**src/rtl/pe_pkg.sv**
```systemverilog
// Shared definitions for the priority-encoder receive path.
// Contents:
//   CODE_*       encoded index values as produced by the 3-line encoder
//                (o2,o1 order, MSB first; line3 has the highest priority)
//   N_LINES      number of request lines behind the encoder
//   pe_decode    code -> one-hot line vector (bit0 = line1, bit2 = line3)
package pe_pkg;

  localparam logic [1:0] CODE_NONE = 2'b00;
  localparam logic [1:0] CODE_L1   = 2'b01;
  localparam logic [1:0] CODE_L2   = 2'b10;
  localparam logic [1:0] CODE_L3   = 2'b11;

  localparam int N_LINES = 3;

  // "No request" decodes to an all-zero vector so that, when it is forwarded,
  // downstream sees an item with no line asserted.
  function automatic logic [N_LINES-1:0] pe_decode(input logic [1:0] code);
    logic [N_LINES-1:0] lines;
    lines = '0;
    case (code)
      CODE_L1: lines = 3'b001;
      CODE_L2: lines = 3'b010;
      CODE_L3: lines = 3'b100;
      default: lines = 3'b000;
    endcase
    return lines;
  endfunction

endpackage

```
**src/rtl/pe_skid_buf.sv**
```systemverilog
// Generic 2-entry valid/ready skid buffer.
// Storage is an output register plus one skid register. in_ready is a flop
// (no combinational path from out_ready to in_ready); it equals !skid_full.
// Ports:
//   clk, rst_n            clock, asynchronous active-low reset
//   in_valid, in_data     upstream item offered this cycle
//   in_ready              buffer can take an item this cycle
//   out_valid, out_data   head item presented downstream (held while stalled)
//   out_ready             downstream takes the head item this cycle
module pe_skid_buf #(
  parameter int DATA_W = 2
) (
  input  logic              clk,
  input  logic              rst_n,
  input  logic              in_valid,
  input  logic [DATA_W-1:0] in_data,
  output logic              in_ready,
  output logic              out_valid,
  output logic [DATA_W-1:0] out_data,
  input  logic              out_ready
);

  logic              out_valid_q, out_valid_d;
  logic [DATA_W-1:0] out_data_q,  out_data_d;
  logic              skid_valid_q, skid_valid_d;
  logic [DATA_W-1:0] skid_data_q,  skid_data_d;
  logic              in_ready_q,  in_ready_d;

  logic accept;
  logic xfer;

  assign accept = in_valid && in_ready_q;
  assign xfer   = out_valid_q && out_ready;

  always_comb begin
    out_valid_d  = out_valid_q;
    out_data_d   = out_data_q;
    skid_valid_d = skid_valid_q;
    skid_data_d  = skid_data_q;

    if (!out_valid_q || xfer) begin
      // Output register is free (or being emptied this edge): refill it,
      // oldest item first. A full skid implies in_ready_q=0, so accept and
      // skid drain never collide here.
      if (skid_valid_q) begin
        out_valid_d  = 1'b1;
        out_data_d   = skid_data_q;
        skid_valid_d = 1'b0;
      end else if (accept) begin
        out_valid_d = 1'b1;
        out_data_d  = in_data;
      end else begin
        out_valid_d = 1'b0;
      end
    end else if (accept) begin
      // Output stalled: park the new item in the skid register.
      skid_valid_d = 1'b1;
      skid_data_d  = in_data;
    end

    in_ready_d = !skid_valid_d;
  end

  // in_ready_q comes out of reset low and rises on the first clock edge.
  always_ff @(posedge clk or negedge rst_n) begin
    if (!rst_n) begin
      out_valid_q  <= 1'b0;
      out_data_q   <= '0;
      skid_valid_q <= 1'b0;
      in_ready_q   <= 1'b0;
    end else begin
      out_valid_q  <= out_valid_d;
      out_data_q   <= out_data_d;
      skid_valid_q <= skid_valid_d;
      in_ready_q   <= in_ready_d;
    end
  end

  // Skid payload is qualified by skid_valid_q, so it carries no reset.
  always_ff @(posedge clk) begin
    skid_data_q <= skid_data_d;
  end

  assign in_ready  = in_ready_q;
  assign out_valid = out_valid_q;
  assign out_data  = out_data_q;

endmodule

```
**src/rtl/pe_code_decoder.sv**
```systemverilog
// Receive side of the 3-line priority encoder interface.
// Accepts 2-bit encoded indices through a 2-entry skid buffer, presents each
// buffered code as a one-hot line vector, and keeps saturating per-line event
// counters for bring-up.
// Parameters:
//   CNT_W      width of each event counter
//   DROP_NONE  1: code 00 is accepted and discarded; 0: forwarded as 3'b000
// Ports:
//   clk, rst_n             clock, asynchronous active-low reset
//   in_valid, in_code      encoded index offered this cycle
//   in_ready               a code can be accepted this cycle (registered)
//   out_valid, out_lines   decoded one-hot item (bit0 = line1, bit2 = line3)
//   out_ready              downstream accepts the item this cycle
//   clr_cnt                synchronous clear of all counters (wins over increments)
//   cnt_l1/l2/l3           line transfers out, saturating
//   cnt_none               accepted 00 codes, saturating
module pe_code_decoder
  import pe_pkg::*;
#(
  parameter int unsigned CNT_W     = 8,
  parameter bit          DROP_NONE = 1'b1
) (
  input  logic             clk,
  input  logic             rst_n,
  input  logic             in_valid,
  input  logic [1:0]       in_code,
  output logic             in_ready,
  output logic             out_valid,
  output logic [2:0]       out_lines,
  input  logic             out_ready,
  input  logic             clr_cnt,
  output logic [CNT_W-1:0] cnt_l1,
  output logic [CNT_W-1:0] cnt_l2,
  output logic [CNT_W-1:0] cnt_l3,
  output logic [CNT_W-1:0] cnt_none
);

  function automatic logic [CNT_W-1:0] sat_inc(input logic [CNT_W-1:0] v);
    return (&v) ? v : v + {{(CNT_W-1){1'b0}}, 1'b1};
  endfunction

  logic       is_none;
  logic       drop_code;
  logic       buf_in_valid;
  logic       buf_in_ready;
  logic       buf_out_valid;
  logic [1:0] out_code;
  logic       accept_none;
  logic       xfer_out;

  assign is_none   = (in_code == CODE_NONE);
  // A dropped 00 still handshakes on in_ready but never enters storage.
  assign drop_code = DROP_NONE && is_none;
  assign buf_in_valid = in_valid && !drop_code;

  pe_skid_buf #(
    .DATA_W (2)
  ) u_skid (
    .clk       (clk),
    .rst_n     (rst_n),
    .in_valid  (buf_in_valid),
    .in_data   (in_code),
    .in_ready  (buf_in_ready),
    .out_valid (buf_out_valid),
    .out_data  (out_code),
    .out_ready (out_ready)
  );

  assign in_ready    = buf_in_ready;
  assign out_valid   = buf_out_valid;
  // Pure decode of the registered head code: stable while the output stalls.
  assign out_lines   = pe_decode(out_code);

  assign accept_none = in_valid && buf_in_ready && is_none;
  assign xfer_out    = buf_out_valid && out_ready;

  logic [CNT_W-1:0] cnt_l1_q,   cnt_l1_d;
  logic [CNT_W-1:0] cnt_l2_q,   cnt_l2_d;
  logic [CNT_W-1:0] cnt_l3_q,   cnt_l3_d;
  logic [CNT_W-1:0] cnt_none_q, cnt_none_d;

  always_comb begin
    cnt_l1_d   = cnt_l1_q;
    cnt_l2_d   = cnt_l2_q;
    cnt_l3_d   = cnt_l3_q;
    cnt_none_d = cnt_none_q;
    if (clr_cnt) begin
      cnt_l1_d   = '0;
      cnt_l2_d   = '0;
      cnt_l3_d   = '0;
      cnt_none_d = '0;
    end else begin
      if (xfer_out && (out_code == CODE_L1)) cnt_l1_d = sat_inc(cnt_l1_q);
      if (xfer_out && (out_code == CODE_L2)) cnt_l2_d = sat_inc(cnt_l2_q);
      if (xfer_out && (out_code == CODE_L3)) cnt_l3_d = sat_inc(cnt_l3_q);
      // Counted at accept, whether or not the code is forwarded.
      if (accept_none) cnt_none_d = sat_inc(cnt_none_q);
    end
  end

  always_ff @(posedge clk or negedge rst_n) begin
    if (!rst_n) begin
      cnt_l1_q   <= '0;
      cnt_l2_q   <= '0;
      cnt_l3_q   <= '0;
      cnt_none_q <= '0;
    end else begin
      cnt_l1_q   <= cnt_l1_d;
      cnt_l2_q   <= cnt_l2_d;
      cnt_l3_q   <= cnt_l3_d;
      cnt_none_q <= cnt_none_d;
    end
  end

  assign cnt_l1   = cnt_l1_q;
  assign cnt_l2   = cnt_l2_q;
  assign cnt_l3   = cnt_l3_q;
  assign cnt_none = cnt_none_q;

endmodule
```
**config.mk**
```make
export PLATFORM = sky130hd
export DESIGN_NAME = pe_code_decoder
export DESIGN_NICKNAME = d
export VERILOG_FILES = /design/src/rtl/pe_pkg.sv /design/src/rtl/pe_skid_buf.sv /design/src/rtl/pe_code_decoder.sv
export SDC_FILE = /design/constraint.sdc
export NUM_CORES = 1
export LEC_CHECK = 0
export CORE_MARGIN = 5
export CORE_UTILIZATION = 25
export DETAILED_ROUTE_END_ITERATION = 10
export HOLD_SLACK_MARGIN = 0.05
export SYNTH_ARGS = -nofsm -noshare
export SYNTH_HDL_FRONTEND = slang
export SYNTH_SLANG_ARGS = --single-unit
```
**constraint.sdc**
```tcl
create_clock -name clk -period 1.4 [get_ports clk]
set_input_delay 0.14 -clock clk [delete_from_list [all_inputs] [get_ports clk]]
set_output_delay 0.14 -clock clk [all_outputs]
set_load 0.1 [all_outputs]
```
### Word-level counts from Yosys, hierarchy flattened

Index checks and enable logic that the tools add are counted.

* $add $sub $neg: 4
* equal/unequal tests: 7
* mux-type cells: 19
* bitwise gates (word level): 1
* reductions and logical operators: 28

Operators by type and width (count)
* $mux W8: 12
* $add A8 B1 Y8 const B: 4
* $reduce_and A8 Y1: 4
* $reduce_and A2 Y1: 6
* $reduce_bool A2 Y1: 5
* $pmux W3 S3: 1
* $logic_and A1 B1 Y1: 8
* $ne A2 B2 Y1 const B: 4
* $eq A2 B2 Y1 const B: 2
* $mux W1: 4
* $mux W2: 2
* $logic_not A1 Y1: 3
* $eq A2 B1 Y1 const B: 1
* $logic_not A2 Y1: 1
* $logic_or A1 B1 Y1: 1
* $not A1 Y1: 1

* register bits: 39
* output and inout bits: 37
* word-level logic and storage cells: 68

### Logic depth before layout (Yosys ltp)

* depth in word-level cells: 7
* gate-level depth with buffers: 5
* gate-level depth less buffers: 5

### Cells and area by module

From an unflattened synthesis, not the netlist that was laid out.

* cells, all modules: 197
* area, all modules: 2019.4 um2

By module, submodules not included
* pe_code_decoder: times used 1, cells an instance 178, area each 1731.7 um2, sequential area each 800.8 um2
* pe_skid_buf: times used 1, cells an instance 19, area each 287.8 um2, sequential area each 185.2 um2

### Least setup slack after synthesis

OpenSTA, ideal clock, no wires.

* path kind: register to register
* start: register cnt_none_q[0] (netlist: cnt_none[0])
* end: register cnt_none_q[1] (netlist: cnt_none[1])
* data arrival time: 1967 ps
* data required time: 1268 ps
* path slack: -699 ps
* cell stages (with the launch flop): 6
* path buffers: 0
* path through: dfrtp_1 ha_1 nand3_1 o21ai_1 mux2i_1 nor2_1

* cells in the longest elaborated chain, start to end: 4
* elaborated cells between the ends (all ways): 7

RTL lines
* start: declaration: RTL line pe_code_decoder.sv:80 `logic [CNT_W-1:0] cnt_none_q, cnt_none_d;`
* start signal: assignment: RTL line pe_code_decoder.sv:111 `cnt_none_q <= cnt_none_d;`
* $add A8 B1 Y8: RTL line pe_code_decoder.sv:39 `return (&v) ? v : v + {{(CNT_W-1){1'b0}}, 1'b1};`
* $mux W8: RTL line pe_code_decoder.sv:39
* $mux W8: RTL line pe_code_decoder.sv:97 `if (accept_none) cnt_none_d = sat_inc(cnt_none_q);`
* $mux W8: RTL line pe_code_decoder.sv:87 `if (clr_cnt) begin`

Several ways; a longest one is shown, not always the timed one. The select of a mux whose other input is x is not followed.
A chain may end at the register's enable or synchronous reset.

### Final worst setup path

* start: register cnt_l2_q[1] (netlist: cnt_l2[1])
* end: register cnt_l2_q[3] (netlist: cnt_l2[3])

* cells in the longest elaborated chain, start to end: 4
* elaborated cells between the ends (all ways): 7

RTL lines
* start: declaration: RTL line pe_code_decoder.sv:78 `logic [CNT_W-1:0] cnt_l2_q, cnt_l2_d;`
* start signal: assignment: RTL line pe_code_decoder.sv:109 `cnt_l2_q <= cnt_l2_d;`
* $add A8 B1 Y8: RTL line pe_code_decoder.sv:39
* $mux W8: RTL line pe_code_decoder.sv:39
* $mux W8: RTL line pe_code_decoder.sv:94 `if (xfer_out && (out_code == CODE_L2)) cnt_l2_d = sat_inc(cnt_l2_q);`
* $mux W8: RTL line pe_code_decoder.sv:87

Several ways; a longest one is shown, not always the timed one. The select of a mux whose other input is x is not followed.

==> impl_table.tex <==
\begin{tabular}{lr}
\hline
Metric & Value \\
\hline
\multicolumn{2}{l}{\textbf{Outcome}} \\
\quad Result of the run & complete, but fails checks \\
\quad Violated checks & setup timing \\
\multicolumn{2}{l}{\textbf{Detailed routing}} \\
\quad Ratio of routed vias to standard cells & roughly 4.6 \\
\quad Average wire per cell in the routed design & around 13 um \\
\quad Detailed Route WL & roughly 5300 um \\
\quad Initial DRC Count & 61 \\
\quad Final antenna-violating net count & 0 \\
\quad Number of design rule violations left after detail routing & 0 \\
\quad Total vias in the final route & 1,856 \\
\quad DRT Pass-1 Iters & 4 \\
\multicolumn{2}{l}{\textbf{Timing}} \\
\quad Clock Skews & 0.005740 ns \\
\quad Final number of max-transition violations & 0 \\
\quad Setup repair after global routing missed its margin & yes \\
\quad Timing-limited maximum frequency & $\sim$0.68 GHz \\
\quad Hold violation count in the final report & 0 \\
\quad Min Tclk post-route & about 1.5 ns \\
\quad Final worst path period share & 104.6\% \\
\quad Final setup viols & 8 \\
\quad Tightest slew margin relative to the limit & around four fifths \\
\quad Least-Margin Pin Slew & around 0.28 ns \\
\quad Minimum setup slack in the final design & -0.06430 ns \\
\multicolumn{2}{l}{\textbf{Clocking}} \\
\quad Clock Path Buffers & 2 \\
\quad Clock latency on the worst-skew pair & between 0.2 and 0.3 ns \\
\quad Total CTS buffers & 5 \\
\quad Clock transition at the register clock pins on the worst setup and hold paths after CTS & $\sim$0.08 ns \\
\quad CTS tree & yes \\
\quad Count of clock tree sinks & 39 \\
\quad CTS H-Tree Depth & 2 \\
\quad Buffer type at the clock tree root & clkbuf\_8 \\
\multicolumn{2}{l}{\textbf{Final layout}} \\
\quad Most common cell after layout, fill and taps aside & buf\_4 \\
\quad Net total in the final layout & between 300 and 400 \\
\quad Fraction of final layout cells sized beyond drive strength 1 & a little under three fifths \\
\quad Cell area after layout & about 3800 um2 \\
\quad Filler instances & about 700 \\
\quad Number of standard cells in the final layout excluding fillers & between 400 and 500 \\
\quad Finished Core Util & between 40\% and 50\% \\
\quad Diodes inserted & 0 \\
\quad Area added between synthesis and finish & 85.67\% \\
\quad Highest-count cells in the layout ignoring fill and taps & buf\_4 (42), buf\_12 (39), dfrtp\_4 (28) \\
\multicolumn{2}{l}{\textbf{Min path}} \\
\quad Hold Crit Class & primary input to asynchronous set/reset pin \\
\multicolumn{2}{l}{\textbf{Global routing}} \\
\quad Global route total overflow & 0 \\
\quad Number of antenna violations at the first check in global routing & 0 \\
\quad GRT Util Overall & 10.73\% \\
\quad Maximum number of pins on one net before global-route repair & 34 \\
\quad Wire length of the first global-routing pass & 8714 um \\
\quad Vias in the first global route & 1,832 \\
\multicolumn{2}{l}{\textbf{Yosys}} \\
\quad Post-synth net total & 210 \\
\quad Number of synthesis warnings & 0 \\
\quad Share of synthesized registers carrying an async set or reset & 94.87\% \\
\quad Instance count of the mapped netlist & just under 200 \\
\quad Post-Syn Area & between 2000 and 2500 um2 \\
\quad EDFF count, synth & 2 \\
\quad Count of state elements after synthesis & 39 \\
\quad Post-Syn Area per Cell & 10.36 um2 \\
\quad Share of the yosys chip area belonging to registers & a little under half \\
\quad Count of unique library cells instantiated by Yosys & 46 \\
\quad Largest area contributor in the synthesized netlist & dfrtp\_1 \\
\quad Yosys top cell area share & between 40\% and 50\% \\
\quad Flip-flop cell with the highest count after synthesis & dfrtp\_1 \\
\quad Synth area leaders & dfrtp\_1 (45\%), xor2\_1 (5.1\%), nor2\_1 (4.4\%) \\
\multicolumn{2}{l}{\textbf{Placed design}} \\
\quad Final HPWL DP & 3825 um \\
\quad I/O Buffers & between 40 and 50 \\
\quad Cell Count Post-Placement & around 380 \\
\quad Worst Setup Slack post-DPL & -0.2573 ns \\
\quad Placement-stage cell area & 3548 um2 \\
\quad Final weighted congestion in routability-driven placement & around 0.81 \\
\multicolumn{2}{l}{\textbf{Critical path}} \\
\quad Arrival time worst endpoint & 1.64 ns \\
\quad Start-to-end type of the worst setup path & register to register \\
\quad Critical path data required time & between 1.5 and 2 ns \\
\quad Startpoint Class & register \\
\quad Crit end category & register \\
\quad Crit Path Max Fanout & 4 \\
\multicolumn{2}{l}{\textbf{Power}} \\
\quad Total design power & about 2.9 mW \\
\quad Power Dens Cells & about 760 nW/um2 \\
\quad Leakage component of the power & around 1.5 nW \\
\quad Worst voltage drop across the vdd grid & between 0.0006 and 0.0007 V \\
\multicolumn{2}{l}{\textbf{Die}} \\
\quad Total core area & a little over 8000 um2 \\
\quad Initial core utilization & 25.33\% \\
\quad Die boundary height & 100.8 um \\
\quad Overall die area & between 10,000 and 15,000 um2 \\
\quad Number of primary I/O pins & 44 \\
\quad Number of core rows & 33 \\
\quad X dimension of the die & 100.8 um \\
\multicolumn{2}{l}{\textbf{Job}} \\
\quad Max-cap viol count & 0 \\
\hline
\end{tabular}
-- cells by family after synthesis --
group                    after synthesis  share of synthesized area, %
XOR/XNOR                              18                         7.650
flip-flops                            39                         47.84
buffers and inverters                 11                         2.611
multiplexers                           7                         3.400
adder cells (fa/ha/maj)                4                         2.429
AND/OR/NAND/NOR                       85                         23.50
AO/OA/AOI/OAI                         35                         12.57
-- path summary, 6_finish.rpt --
path / start / endpoint / slack, ns / cells past startpoint
min reg2reg: u_skid.skid_data_q[0]$_DFFE_PP_ / u_skid.out_data[0]$_DFFE_PN0P_ / 0.55 / 2
min: rst_n / cnt_none[0]$_DFFE_PN0P_ / 0.21 / 2
max in group asynchronous: rst_n / cnt_l3[1]$_DFFE_PN0P_ / 0.77 / 3
max reg2reg: cnt_l2[1]$_DFFE_PN0P_ / cnt_l2[3]$_DFFE_PN0P_ / -0.06 / 5
max: cnt_l2[1]$_DFFE_PN0P_ / cnt_l2[3]$_DFFE_PN0P_ / -0.06 / 5
min in group clk: u_skid.skid_data_q[0]$_DFFE_PP_ / u_skid.out_data[0]$_DFFE_PN0P_ / 0.55 / 2
-- Yosys cell counts (2+ instances only) --
| cell type | number |
|---|---|
| dfrtp_1 | 37 |
| nor2_1 | 24 |
| nand2_1 | 12 |
| xor2_1 | 12 |
| mux2i_1 | 7 |
| nand3_1 | 7 |
| a21oi_1 | 6 |
| xnor2_1 | 6 |
| and2_1 | 5 |
| and3_1 | 5 |
| inv_1 | 5 |
| nand4_1 | 5 |
| o211ai_1 | 5 |
| o21ai_0 | 5 |
| and4_1 | 4 |
| ha_1 | 4 |
| nor3_1 | 4 |
| nor3b_1 | 4 |
| o21ai_1 | 4 |
| a211oi_1 | 3 |
| clkbuf_1 | 3 |
| or3_1 | 3 |
| a2111oi_2 | 2 |
| a31oi_1 | 2 |
| edfxtp_1 | 2 |
| nor2b_1 | 2 |
| o2111ai_1 | 2 |
-- where the power goes --
part	leakage, nW	internal [mW]	switching (mW)
Clock	0.0470	0.387	0.395
Sequential	0.460	1.19	0.0524
Combinational	1.01	0.361	0.508
-- metal layers --
metal,global-route usage [%],part of all wire [%],vias to the layer above
met5,0,0,-
met4,3.420,1.4,0
met3,3.045,3.7,6
met2,17.01,49,28
met1,14.11,46,911
li1,-,-,911
-- per-stage QoR --
step / hold slack, ns / TNS (ns)
after floorplan: -0.1556 / -3.024
after global placement: -0.02766 / -4.231
after detailed placement: -0.02430 / -5.243
after CTS: 0.1879 / -0.3588
after global routing: 0.2181 / -0.9274
final: 0.2089 / -0.3050
-- flip-flops by register name, summed over array words and instances (netlist names) --
signal               cells
cnt_l1                   8
u_skid.in_ready          1
u_skid.skid_valid_q      1
u_skid.skid_data_q       2
u_skid.out_data          2
cnt_l2                   8
cnt_none                 8
u_skid.out_valid         1
cnt_l3                   8
-- critical path: stages (launching register included) --
cell      delay, ns
dfrtp_4        0.49
ha_4           0.17
and2_4         0.18
a211oi_1       0.30
xnor2_1        0.16
nor2_1         0.05
-- final cells by class --
class | count | area (um2) | area share [%]
Clock buffer | 6 | 82.58 | 2.158
Clock inverter | 1 | 5.005 | 0.1308
Inverter | 5 | 18.77 | 0.4905
Multi-Input combinational cell | 149 | 1237 | 32.34
Sequential cell | 39 | 1100 | 28.74
Tap cell | 105 | 131.4 | 3.434
Timing Repair Buffer | 96 | 1251 | 32.70
-- timing repair --
action,CTS,global route
pin swaps,1,14
setup endpoints to repair,9,27
hold buffers,1,0
setup buffers,1,11
gates resized for setup,3,22
gates cloned,0,0
endpoints found under the hold margin,37,0
Power figures use the tool's default switching activity.
